$ cat src/rtl/booth_seq_multiplier_pkg.sv
// ---------------------------------------------------------------------------
// booth_seq_multiplier_pkg
//   Shared definitions for the sequential radix-4 Booth multiplier:
//   FSM state encodings and helpers for the iteration count and the width
//   of the iteration counter.
// ---------------------------------------------------------------------------
package booth_seq_multiplier_pkg;

   // FSM state encodings
   localparam logic [1:0] ST_IDLE = 2'd0;
   localparam logic [1:0] ST_RUN  = 2'd1;
   localparam logic [1:0] ST_DONE = 2'd2;

   // Number of radix-4 triplets needed for an unsigned WORDLEN x WORDLEN
   // multiply: WORDLEN/2 groups for the operand plus one extra group so
   // that the top digit sees the zero pad and is never negative.
   function automatic int booth_niter(input int wordlen);
      return wordlen / 2 + 1;
   endfunction

   // Width of the iteration counter: it must hold 0..NITER.
   function automatic int booth_cnt_w(input int wordlen);
      return $clog2(booth_niter(wordlen) + 1);
   endfunction

endpackage

$ cat src/rtl/booth_seq_multiplier_enc.sv
// ---------------------------------------------------------------------------
// booth_seq_multiplier_enc
//   Radix-4 Booth encoder cell. Given the multiplicand and one overlapping
//   multiplier triplet, produces the one's-complement partial product and
//   its sign. The caller completes the two's complement by sign-extending
//   result with sign and adding sign at the LSB.
//
// Ports
//   a       in   WORDLEN     multiplicand (unsigned)
//   s       in   3           triplet {b[2i+1], b[2i], b[2i-1]}
//   result  out  WORDLEN+1   |digit|*a, inverted when sign=1
//   sign    out  1           digit is negative (triplet MSB)
// ---------------------------------------------------------------------------
module booth_seq_multiplier_enc #(
   parameter int WORDLEN = 32
) (
   input  logic [WORDLEN-1:0] a,
   input  logic [2:0]         s,
   output logic [WORDLEN:0]   result,
   output logic               sign
);

   logic           sel_one;
   logic           sel_two;
   logic [WORDLEN:0] a_x1;
   logic [WORDLEN:0] a_x2;

   // Digit = -2*s[2] + s[1] + s[0]. |digit|=1 when s[1]^s[0]; |digit|=2
   // for 011 and 100. For 111 the magnitude is zero while sign stays set,
   // which the caller's +1 turns back into exactly zero.
   assign sel_one = s[1] ^ s[0];
   assign sel_two = (s == 3'b011) || (s == 3'b100);
   assign sign    = s[2];

   assign a_x1 = {1'b0, a};
   assign a_x2 = {a, 1'b0};

   generate
      for (genvar gi = 0; gi <= WORDLEN; gi++) begin : g_bit
         assign result[gi] = ((sel_one & a_x1[gi]) | (sel_two & a_x2[gi])) ^ sign;
      end
   endgenerate

endmodule

$ cat src/rtl/booth_seq_multiplier.sv
// ---------------------------------------------------------------------------
// booth_seq_multiplier
//   Sequential radix-4 Booth multiplier, unsigned x unsigned. One triplet is
//   encoded per cycle by the Booth encoder cell; the sign-corrected partial
//   product is shifted to its weight and added into a 2*WORDLEN+2 bit
//   accumulator. Valid/ready handshakes on input and output.
//
// Ports
//   clk        in   1           clock, rising edge
//   rst        in   1           synchronous active-high reset
//   in_valid   in   1           operands a/b valid
//   in_ready   out  1           operands accepted (IDLE only)
//   a          in   WORDLEN     multiplicand
//   b          in   WORDLEN     multiplier
//   out_valid  out  1           product valid, held until out_ready
//   out_ready  in   1           consumer accepts product
//   product    out  2*WORDLEN   a*b
//   busy       out  1           operation in progress or result pending
//
// Timing: the accept edge is edge 0; triplet i is accumulated on edge i+1,
// so out_valid is high after edge NITER. With out_ready high the DONE state
// lasts one cycle and a new operand can be accepted NITER+2 edges after the
// previous accept.
// ---------------------------------------------------------------------------
module booth_seq_multiplier
   import booth_seq_multiplier_pkg::*;
#(
   parameter int WORDLEN = 32
) (
   input  logic                   clk,
   input  logic                   rst,
   input  logic                   in_valid,
   output logic                   in_ready,
   input  logic [WORDLEN-1:0]     a,
   input  logic [WORDLEN-1:0]     b,
   output logic                   out_valid,
   input  logic                   out_ready,
   output logic [2*WORDLEN-1:0]   product,
   output logic                   busy
);

   localparam int NITER = booth_niter(WORDLEN);
   localparam int CNT_W = booth_cnt_w(WORDLEN);
   localparam int ACC_W = 2 * WORDLEN + 2;
   localparam int BX_W  = WORDLEN + 3;

   localparam logic [CNT_W-1:0] CNT_LAST = CNT_W'(NITER - 1);

   logic [1:0]         state_reg, state_next;
   logic [CNT_W-1:0]   cnt_reg,   cnt_next;
   logic [WORDLEN-1:0] a_reg,     a_next;
   logic [BX_W-1:0]    bx_reg,    bx_next;
   logic [ACC_W-1:0]   acc_reg,   acc_next;

   logic [WORDLEN:0]   enc_result;
   logic               enc_sign;
   logic [ACC_W-1:0]   pp_full;
   logic [ACC_W-1:0]   pp_shifted;

   // The multiplier register shifts right by two each RUN cycle, so the
   // current triplet is always its three LSBs.
   booth_seq_multiplier_enc #(
      .WORDLEN (WORDLEN)
   ) u_enc (
      .a      (a_reg),
      .s      (bx_reg[2:0]),
      .result (enc_result),
      .sign   (enc_sign)
   );

   // Sign-extend the one's-complement result and fold in the +1, giving the
   // two's-complement partial product; then weight it by 4^i.
   assign pp_full    = {{(WORDLEN + 1){enc_sign}}, enc_result} + ACC_W'(enc_sign);
   assign pp_shifted = pp_full << {cnt_reg, 1'b0};

   always_comb begin
      state_next = state_reg;
      cnt_next   = cnt_reg;
      a_next     = a_reg;
      bx_next    = bx_reg;
      acc_next   = acc_reg;
      case (state_reg)
         ST_IDLE: begin
            if (in_valid) begin
               state_next = ST_RUN;
               cnt_next   = '0;
               a_next     = a;
               // Zero pad above b keeps the top digit non-negative.
               bx_next    = {2'b00, b, 1'b0};
               acc_next   = '0;
            end
         end
         ST_RUN: begin
            acc_next = acc_reg + pp_shifted;
            bx_next  = bx_reg >> 2;
            cnt_next = cnt_reg + CNT_W'(1);
            if (cnt_reg == CNT_LAST) begin
               state_next = ST_DONE;
            end
         end
         ST_DONE: begin
            if (out_ready) begin
               state_next = ST_IDLE;
            end
         end
         default: begin
            state_next = ST_IDLE;
         end
      endcase
   end

   always_ff @(posedge clk) begin
      if (rst) begin
         state_reg <= ST_IDLE;
         cnt_reg   <= '0;
         a_reg     <= '0;
         bx_reg    <= '0;
         acc_reg   <= '0;
      end else begin
         state_reg <= state_next;
         cnt_reg   <= cnt_next;
         a_reg     <= a_next;
         bx_reg    <= bx_next;
         acc_reg   <= acc_next;
      end
   end

   assign in_ready  = (state_reg == ST_IDLE) && !rst;
   assign out_valid = (state_reg == ST_DONE);
   assign busy      = (state_reg != ST_IDLE);
   assign product   = acc_reg[2*WORDLEN-1:0];

endmodule

$ cat config.mk
export PLATFORM = sky130hd
export DESIGN_NAME = booth_seq_multiplier
export DESIGN_NICKNAME = d
export VERILOG_FILES = /design/src/rtl/booth_seq_multiplier_pkg.sv /design/src/rtl/booth_seq_multiplier_enc.sv /design/src/rtl/booth_seq_multiplier.sv
export SDC_FILE = /design/constraint.sdc
export NUM_CORES = 1
export LEC_CHECK = 0
export BUFFER_PORTS_ARGS = -buffer_cell sky130_fd_sc_hd__buf_2
export CAP_MARGIN = 10
export CORE_AREA = 8 8 179 198
export CTS_BUF_LIST = sky130_fd_sc_hd__clkbuf_16
export CTS_CLUSTER_DIAMETER = 150
export CTS_CLUSTER_SIZE = 20
export DETAILED_ROUTE_END_ITERATION = 8
export DIE_AREA = 0 0 187 206
export SLEW_MARGIN = 10
export SYNTH_ARGS = -nofsm -noshare
export SYNTH_HDL_FRONTEND = slang
export SYNTH_SLANG_ARGS = --single-unit
export TNS_END_PERCENT = 1
$ cat constraint.sdc
create_clock -name clk -period 8.25 [get_ports clk]
set_clock_uncertainty 0.15 [all_clocks]
set_input_delay 1.65 -clock clk [delete_from_list [all_inputs] [get_ports clk]]
set_output_delay 1.65 -clock clk [all_outputs]
set_load 0.1 [all_outputs]
After elaboration in Yosys (flattened, before gate mapping)
Cells that the tools add are included.
Widths: inputs -> output; s select.
{"block": "word_totals", "reg_bits": 140, "output_inout_bits": 67, "word_cells": 165}
{"block": "classes", "add_sub_neg": 3, "n_eq_ne": 8, "n_shift": 1, "mux": 10, "bitwise": 129, "reduce_logical": 9}
{"operator": "$pmux 66 s2", "n": 1}
{"operator": "$pmux 35 s2", "n": 1}
{"operator": "$add 66x66->66", "n": 1}
{"operator": "$mux 66", "n": 1}
{"operator": "$shl 66x6->66", "n": 1}
{"operator": "$and 1x1->1", "n": 64}
{"operator": "$add 34x2->35", "n": 1}
{"operator": "$mux 35", "n": 1}
{"operator": "$xor 1x1->1", "n": 34}
{"operator": "$or 1x1->1", "n": 31}
{"operator": "$pmux 5 s2", "n": 1}
{"operator": "$mux 2", "n": 3}
{"operator": "$pmux 2 s3", "n": 1}
{"operator": "$add 5x1->5 const B", "n": 1}
{"operator": "$eq 5x5->1 const B", "n": 1}
{"operator": "$mux 5", "n": 1}
{"operator": "$ne 2x2->1 const B", "n": 2}
{"operator": "$reduce_and 2->1", "n": 2}
{"operator": "$reduce_bool 2->1", "n": 2}
{"operator": "$eq 3x2->1 const B", "n": 1}
{"operator": "$eq 3x3->1 const B", "n": 1}
{"operator": "$reduce_and 3->1", "n": 1}
{"operator": "$eq 2x1->1 const B", "n": 1}
{"operator": "$eq 2x2->1 const B", "n": 1}
{"operator": "5 further kinds", "n": 5}

Longest topological paths before layout
Gate-level depths: netlist (run 1).
{"block": "depth", "depth_word": 9, "mapped_depth": 35}

By module
Synthesis (run 1) repeated with hierarchy kept, for this count alone.
{"block": "unflattened", "hier_cells": 1780, "hier_area_um2": 12572.1}
{"mod": "booth_seq_multiplier", "instances": 1, "cells_per_inst": 1658, "area_each_um2": 11651.2, "seq_area_each_um2": 2722.6}
{"mod": "booth_seq_multiplier_enc", "instances": 1, "cells_per_inst": 122, "area_each_um2": 920.9, "seq_area_each_um2": 0.0}

Worst setup path after synthesis (run 1)
No wires, ideal clock.
{"block": "synth_path", "path_kind": "reg2reg", "from": "register bx_reg[2]", "to": "register acc_reg[60]", "setup_time_ns": 0.118, "arrival_ns": 6.457, "required_ns": 7.982, "slack_ns": 1.526, "path_stages_with_launch": 32, "n_path_buf": 6, "path_cell_list": "dfxtp_1 clkbuf_1 clkbuf_1 clkbuf_1 buf_1 a21oi_1 ha_1 nand2b_1 o22ai_1 nand4_1 nor4_1 and2_1 buf_2 nand2_1 mux2_1 o21ai_1 mux2i_1 o21ba_1 mux2i_1 o22ai_1 ha_1 clkbuf_1 nand4_1 or4_1 a2111o_1 a31oi_1 a41oi_1 o31ai_1 o21ai_0 nand2b_1 xor2_1 a22o_1"}
{"block": "synth_via", "elab_chain_len": 9, "word_cells_on_any_way": 103, "cone_classes": "add/sub: 2; eq/ne: 2; shift: 1; mux: 1; bitwise: 96; reduce/logical: 1"}
{"item": "start: declaration", "line_no": "booth_seq_multiplier.sv:52", "source": "logic [BX_W-1:0] bx_reg, bx_next;"}
{"item": "start signal: assignment", "line_no": "booth_seq_multiplier.sv:123", "source": "bx_reg <= bx_next;"}
{"item": "$eq 3x2->1 / $eq 3x3->1 (equally long branches)", "line_no": "booth_seq_multiplier_enc.sv:32", "source": "assign sel_two = (s == 3'b011) || (s == 3'b100);"}
{"item": "$logic_or 1x1->1", "line_no": "booth_seq_multiplier_enc.sv:32"}
{"item": "$and 1x1->1", "line_no": "booth_seq_multiplier_enc.sv:40", "source": "assign result[gi] = ((sel_one & a_x1[gi]) | (sel_two & a_x2[gi])) ^ sign;"}
{"item": "$or 1x1->1", "line_no": "booth_seq_multiplier_enc.sv:40"}
{"item": "$xor 1x1->1", "line_no": "booth_seq_multiplier_enc.sv:40"}
{"item": "$add 34x2->35 (*)", "line_no": "booth_seq_multiplier.sv:73", "source": "assign pp_full = {{(WORDLEN + 1){enc_sign}}, enc_result} + ACC_W'(enc_sign);"}
{"item": "$shl 66x6->66 (*)", "line_no": "booth_seq_multiplier.sv:74", "source": "assign pp_shifted = pp_full << {cnt_reg, 1'b0};"}
{"item": "$add 66x66->66 (*)", "line_no": "booth_seq_multiplier.sv:94", "source": "acc_next = acc_reg + pp_shifted;"}
{"item": "$pmux 66 s2 (*)", "line_no": "booth_seq_multiplier.sv:82", "source": "case (state_reg)"}
{"item": "end signal: assignment", "line_no": "booth_seq_multiplier.sv:124", "source": "acc_reg <= acc_next;"}
{"item": "end: declaration", "line_no": "booth_seq_multiplier.sv:53", "source": "logic [ACC_W-1:0] acc_reg, acc_next;"}
Every way passes the cells marked *; elsewhere a longest branch is shown, timed or not.
A chain may end at the register's enable or synchronous reset.

Final worst setup path (run 1)
{"block": "layout_path", "from": "register bx_reg[1]", "to": "register acc_reg[62]"}
The elaborated chain is that of the path after synthesis.

==> results of run 1 <==
area by class of cell:
| class | count | area (um^2) |
|---|---|---|
| sequential | 136 | 2726 |
| tap | 426 | 533.0 |
| multi-input combinational | 1487 | 9329 |
| fill | 3337 | 17850 |
| timing repair buffer | 166 | 913.4 |
| inverter | 30 | 112.6 |
| clock inverter | 15 | 137.6 |
| clock buffer | 17 | 425.4 |
stage by stage:
stage                     area (um^2)  hold WS, ns  setup slack [ns]  std cells
after global routing            14180       0.3511          0.002364       2277
final                           14180       0.3225            0.5198       2277
after CTS                       14160       0.3283            0.2717       2277
after detailed placement        13590       0.3177            0.3667       2245
after floorplan                 12660       0.2983             1.526       1776
after global placement          13590       0.3086            0.4825       2245
layer usage:
| layer | track usage (%) | part of all wire [%] | vias up |
|---|---|---|---|
| li1 | - | - | 6618 |
| met1 | 28.33 | 44 | 6489 |
| met2 | 38.88 | 48 | 408 |
| met3 | 3.746 | 5.4 | 84 |
| met4 | 7.577 | 2.6 | 0 |
| met5 | 0 | 0 | - |
cell families (layout without fill, tap and decap cells):
| kind of cell | after synthesis | after routing |
|---|---|---|
| AND/OR/NAND/NOR | 682 | 682 |
| XOR/XNOR | 88 | 88 |
| adder cells (fa/ha/maj) | 77 | 77 |
| multiplexers | 59 | 59 |
| buffers and inverters | 153 | 228 |
| flip-flops | 136 | 136 |
| AO/OA/AOI/OAI | 581 | 581 |
cell usage after synthesis, types with 8 or more instances:
master | n | area, um^2
clkbuf_1 | 89 | 334.1
a22oi_1 | 28 | 210.2
o21bai_1 | 12 | 90.09
ha_1 | 76 | 950.9
a22o_1 | 32 | 280.3
and2_1 | 11 | 68.82
xnor2_1 | 58 | 508.0
xor2_1 | 29 | 254.0
nand2_1 | 213 | 799.5
mux2i_1 | 41 | 410.4
nor3_1 | 19 | 95.09
nor4_1 | 32 | 200.2
a21o_1 | 41 | 307.8
buf_2 | 8 | 40.04
o21ai_0 | 98 | 490.5
nor2_1 | 263 | 987.2
and3_1 | 11 | 68.82
inv_1 | 27 | 101.4
nand2b_1 | 14 | 87.58
nand4_1 | 27 | 168.9
nand3_1 | 47 | 235.2
mux2_2 | 12 | 135.1
a21oi_2 | 14 | 122.6
o21ai_1 | 8 | 40.04
a21oi_1 | 189 | 945.9
a221oi_1 | 33 | 289.0
o31ai_1 | 9 | 67.56
dfxtp_1 | 136 | 2723
o22ai_1 | 12 | 75.07
buf_1 | 15 | 56.30
a211oi_1 | 12 | 90.09
o21a_1 | 12 | 90.09
nor2b_1 | 13 | 81.33
a31oi_1 | 11 | 68.82
o211ai_1 | 12 | 90.09
cells in the final DEF (no fill, tap or decap), drive strengths merged, types with 13 or more instances in the layout:
cell      n
a22o     32
nand4    29
mux2i    41
o21ai   106
buf     166
nor4     34
a22oi    28
dfxtp   136
a211oi   13
nand2b   14
a21oi   203
nand3    48
inv      36
clkbuf   17
xnor2    58
mux2     13
nand2   213
xor2     30
nor2    265
a21o     41
a221oi   33
nor2b    13
nor3     19
ha       76
worst reg2reg max path, delay by kind of cell (launching register included):
kind	cells	cell delay, ns
AND/OR/NAND/NOR	7	1.79
AO/OA/AOI/OAI	14	3.42
flip-flops	1	0.34
buffers and inverters	2	0.28
XOR/XNOR	2	0.52
adder cells (fa/ha/maj)	3	1.17
power breakdown:
group	leakage (nW)	internal (W)	total [W]	switching, W
clock	0.271	0.000396	0.000757	0.000361
sequential	1.11	0.000707	0.000759	0.0000526
combinational	4.76	0.000322	0.00104	0.000723
total	6.15	0.00142	0.00256	0.00114
final timing paths:
path | startpoint | end | cells after the start
worst max-delay path | bx_reg[1] | acc_reg[62] | 28
worst max register to register | bx_reg[1] | acc_reg[62] | 28
worst min register to register | acc_reg[63] | acc_reg[63] | 2
worst min-delay path | acc_reg[63] | acc_reg[63] | 2
==> run_results.csv, run 1 <==
group,metric,value,unit
timing,tns,0,ns
hold_path,hold_class,"reg2reg",
global_routing,grt_pass1_vias,12727,
critical_path,cp.required,8.46,ns
placed_design,place_congestion,0.9545,
critical_path,critPathLaunchType,"register",
synthesis,synth_top_family_by_area,"compound AO/OA/AOI/OAI gates",
clocking,clock_sinks,136,
synthesis,ys_ff_latch,136,
timing,slew-limit-headroom,24.26,%
critical_path,crit_buf_inv,2,
drt,wl_per_cell,19.69,um
synthesis,synth_mux_area_share,5.289,%
clocking,cts_setup_buffers,0,
timing,post-route-min-period,7.730,ns
drt,vias,13599,
flow_run,drv_cap,0,
drt,drtIter0Drc,1194,
clocking,clock_latency,0.46,ns
critical_path,crit_path_end_kind,"register",
timing,finalSetupViolCount,0,
synthesis,post_synth_inst_count,1776,
placed_design,io_buffers,134,
global_routing,grt_pass1_wl,70650,um
synthesis,async_flop_share,0,%
synthesis,synth_nets,1921,
synthesis,ys.flop_type,"dfxtp_1",
clocking,postCtsResizedCells,0,
synthesis,synthAdderAreaFrac,7.672,%
floorplanning,die_area,38520,um^2
critical_path,worstSetupPathType,"reg2reg",
critical_path,slowest_stage,"or4_1",
clocking,cts_buffers,17,
timing,finalHoldViolations,0,
timing,worst_pin_slew,1.133,ns
global_routing,grt_overflow,0,
synthesis,synth_compound_area_share,30.00,%
floorplanning,die_x,187,um
floorplanning,rows,69,
clocking,tritoncts,"yes",
drt,viasPerCell,5.972,
synthesis,yosysSeqAreaShare,21.51,%
floorplanning,die_h,206,um
outcome,status,"finished, final reports clean",
synthesis,ys_types,87,
synthesis,yosysWarnings,0,
timing,fmax,129.4,MHz
floorplanning,ios,135,
synthesis,synthSimpleGateAreaFrac,24.28,%
global_routing,grt_max_degree,86,
critical_path,cp_top_family,"compound AO/OA/AOI/OAI gates",
floorplanning,core_area,32030,um^2
power_and_ir_drop,total_power,0.002561,W
critical_path,worst_path_most_repeated_cell,"a21oi_1",
synthesis,synth_area_per_cell,7.126,um^2
clocking,cts_hold_buf,0,
drt,antenna_left,0,
timing,rsz0062_at_grt,"no",
placed_design,place_hpwl,33090,um
power_and_ir_drop,power_density,180.6,nW/um^2
clocking,clk_pin_slew_worst_paths,0.08,ns
clocking,cts_root_buffer,"clkbuf_16",
critical_path,crit_fanout,38,
cells_and_area,largest_register_ffs,64,
critical_path,ff2ff_setup_slack,0.52,ns
global_routing,grt_util_all_layers,22.55,%
cells_and_area,final_layout_size_suffix_gt1_share,13.99,%
cells_and_area,syn_to_final_growth,12.02,%
cells_and_area,utilization,44.26,%
power_and_ir_drop,peakVddDrop,0.0001219,V
synthesis,synth_area,12660,um^2
cells_and_area,diodes,0,
timing,slew_viol_final,0,
drt,route.detailed.drc,0,
clocking,clock_path_buffers,2,
global_routing,antenna_found_initial,0,
clocking,htreeDepth,4,
drt,first_pass_iters,5,
critical_path,cp.arrival,7.94,ns
critical_path,critical_path.max_stage_delay,0.54,ns
synthesis,synth_edf_count,0,
cells_and_area,nNetsFinal,1983,
timing,fin_crit_sh,93.70,%
floorplanning,start_util,39.51,%
power_and_ir_drop,p_leak,6.147,nW
synthesis,synthXorXnorAreaFrac,6.149,%
drt,wl,44830,um
Power figures use the tool's default switching activity.
==> run 2, diff against run 1 <==
--- a/config.mk
+++ b/config.mk
@@ -7,12 +7,12 @@
 export LEC_CHECK = 0
 export BUFFER_PORTS_ARGS = -buffer_cell sky130_fd_sc_hd__buf_2
 export CAP_MARGIN = 10
-export CORE_AREA = 8 8 179 198
+export CORE_AREA = 8 8 224 247
 export CTS_BUF_LIST = sky130_fd_sc_hd__clkbuf_16
 export CTS_CLUSTER_DIAMETER = 150
 export CTS_CLUSTER_SIZE = 20
 export DETAILED_ROUTE_END_ITERATION = 8
-export DIE_AREA = 0 0 187 206
+export DIE_AREA = 0 0 232 255
 export SLEW_MARGIN = 10
 export SYNTH_ARGS = -nofsm -noshare
 export SYNTH_HDL_FRONTEND = slang
==> run_results.csv, run 2 (synthesized netlist as in run 1, its figures left out) <==
group,metric,value,unit
outcome,status,"finished, final reports clean",
timing,worst_pin_slew,1.066,ns
clocking,htreeDepth,4,
floorplanning,start_util,24.84,%
global_routing,antenna_found_initial,1,
cells_and_area,fillers,5590,
hold_path,hold_class,"reg2reg",
global_routing,grt_pass1_wl,73910,um
timing,slew-limit-headroom,28.75,%
floorplanning,die_area,59160,um^2
placed_design,place_hpwl,36600,um
clocking,cts_root_buffer,"clkbuf_16",
floorplanning,rows,87,
critical_path,critPathLaunchType,"register",
drt,drtIter0Drc,1260,
drt,vias,13581,
timing,tns,0,ns
global_routing,grt_util_all_layers,15.65,%
placed_design,io_buffers,134,
clocking,clock_latency,0.45,ns
floorplanning,die_h,255,um
clocking,cts_hold_buf,0,
critical_path,ff2ff_setup_slack,0.69,ns
power_and_ir_drop,peakVddDrop,0.0001386,V
timing,fmax,132.3,MHz
critical_path,worstSetupPathType,"reg2reg",
placed_design,place_congestion,0.9457,
power_and_ir_drop,p_clk_share,29.4,%
cells_and_area,largest_register_ffs,64,
drt,antenna_left,0,
power_and_ir_drop,power.internal,0.001429,W
timing,rsz0062_at_grt,"no",
clocking,tritoncts,"yes",
floorplanning,core_area,50940,um^2
timing,hold_ws,0.3218,ns
cells_and_area,final_layout_size_suffix_gt1_share,14.56,%
critical_path,cp.arrival,7.75,ns
timing,post-route-min-period,7.556,ns
cells_and_area,final_common_cell,"nor2_1",
hold_path,holdPathStages,2,
timing,slew_viol_final,0,
floorplanning,die_x,232,um
drt,wl,47610,um
clocking,cts_buffers,17,
cells_and_area,final_cell_mix,"nor2_1, nand2_1, a21oi_1",
critical_path,crit_fanout,32,
power_and_ir_drop,p_sw_share,44.54,%
power_and_ir_drop,p_comb_share,41.0,%
global_routing,grt_overflow,0,
global_routing,met1_usage,17.91,%
floorplanning,ios,135,
flow_run,drv_cap,0,
hold_path,worstHoldStart,"acc_reg[63]",
cells_and_area,syn_to_final_growth,15.00,%
drt,viasPerCell,5.383,
clocking,clock_path_buffers,2,
global_routing,grt_max_degree,86,
drt,first_pass_iters,5,
critical_path,worst_path_most_repeated_cell,"a31oi_1",
critical_path,slowest_stage,"mux4_2",
critical_path,ff2ff_path_depth,27,
global_routing,grtUsageMet2,27.27,%
clocking,clock_sinks,136,
critical_path,crit_path_end_kind,"register",
hold_path,holdPathEnd,"acc_reg[63]",
global_routing,busiest_layer,"met2",
power_and_ir_drop,p_sw,0.001148,W
cells_and_area,nNetsFinal,1987,
critical_path,cp.required,8.44,ns
timing,finalHoldViolations,0,
global_routing,use_met3,2.771,%
critical_path,r2r-end,"acc_reg[56]",
power_and_ir_drop,p_leak,6.177,nW
critical_path,critical_path.max_stage_delay,0.54,ns
critical_path,worstReg2RegStart,"bx_reg[0]",
cells_and_area,utilization,28.57,%
timing,finalSetupViolCount,0,
global_routing,grt_pass1_vias,13263,
timing,fin_crit_sh,91.59,%
power_and_ir_drop,power_frac_seq,29.6,%
power_and_ir_drop,power_density,177.1,nW/um^2
clocking,clk_pin_slew_worst_paths,0.07,ns
drt,route.detailed.drc,0,
drt,wl_per_cell,18.87,um
## run 2: routing by layer
| metal | wire length (um) | part of all wire (%) |
|---|---|---|
| met1 | 19540 | 41 |
| met2 | 23220 | 49 |
| met3 | 2250 | 4.7 |
| met4 | 2606 | 5.5 |
| met5 | 0 | 0 |
## run 2: repair_timing
item | CTS | global route
setup buffers | 0 | 2
gates resized for setup | 0 | 13
setup endpoints to repair | 0 | 5
## run 2: area by class of cell
class | count | area (um^2) | area share (%)
clock inverter | 15 | 131.4 | 0.9027
timing repair buffer | 170 | 943.4 | 6.482
inverter | 30 | 112.6 | 0.7737
multi-input combinational | 1487 | 9379 | 64.44
tap | 667 | 834.6 | 5.734
sequential | 136 | 2725 | 18.72
clock buffer | 17 | 425.4 | 2.923
antenna | 1 | 2.502 | 0.01719
## run 2: power groups by stage
stage               logic (W)  clock network (W)  registers (W)
floorplan            0.000616                  0       0.000930
global placement      0.00104                  0       0.000774
detailed placement    0.00104                  0       0.000776
CTS                   0.00105           0.000775       0.000761
global route          0.00115           0.000802       0.000769
finish                0.00106           0.000758       0.000762
## run 2: critical path: cells and delay by family, from the launching register on
kind                     cells  cell delay, ns
adder cells (fa/ha/maj)      2            0.80
buffers and inverters        2            0.38
XOR/XNOR                     1            0.15
AO/OA/AOI/OAI               13            3.01
multiplexers                 3            1.07
flip-flops                   1            0.36
AND/OR/NAND/NOR              6            1.48
## run 2: worst max-delay path by stage
| stage | slack (ns) | from | to |
|---|---|---|---|
| floorplan | 1.53 | bx_reg[2] | acc_reg[60] |
| global placement | 0.40 | bx_reg[0] | acc_reg[60] |
| detailed placement | 0.30 | bx_reg[1] | acc_reg[56] |
| CTS | 0.24 | bx_reg[1] | acc_reg[56] |
| global route | 0.004 | bx_reg[0] | acc_reg[56] |
| finish | 0.69 | bx_reg[0] | acc_reg[56] |
## run 2: per-stage QoR
| step | setup slack (ns) | cell area, um^2 | total power, W | instances |
|---|---|---|---|---|
| 3_5_place_dp | 0.2954 | 13910 | 0.001817 | 2488 |
| 2_1_floorplan | 1.526 | 12660 | 0.001546 | 1776 |
| 3_3_place_gp | 0.4050 | 13910 | 0.001810 | 2488 |
| 4_1_cts | 0.2392 | 14470 | 0.002584 | 2520 |
| 5_1_grt | 0.004177 | 14550 | 0.002716 | 2523 |
| 6_report | 0.6941 | 14550 | 0.002577 | 2523 |
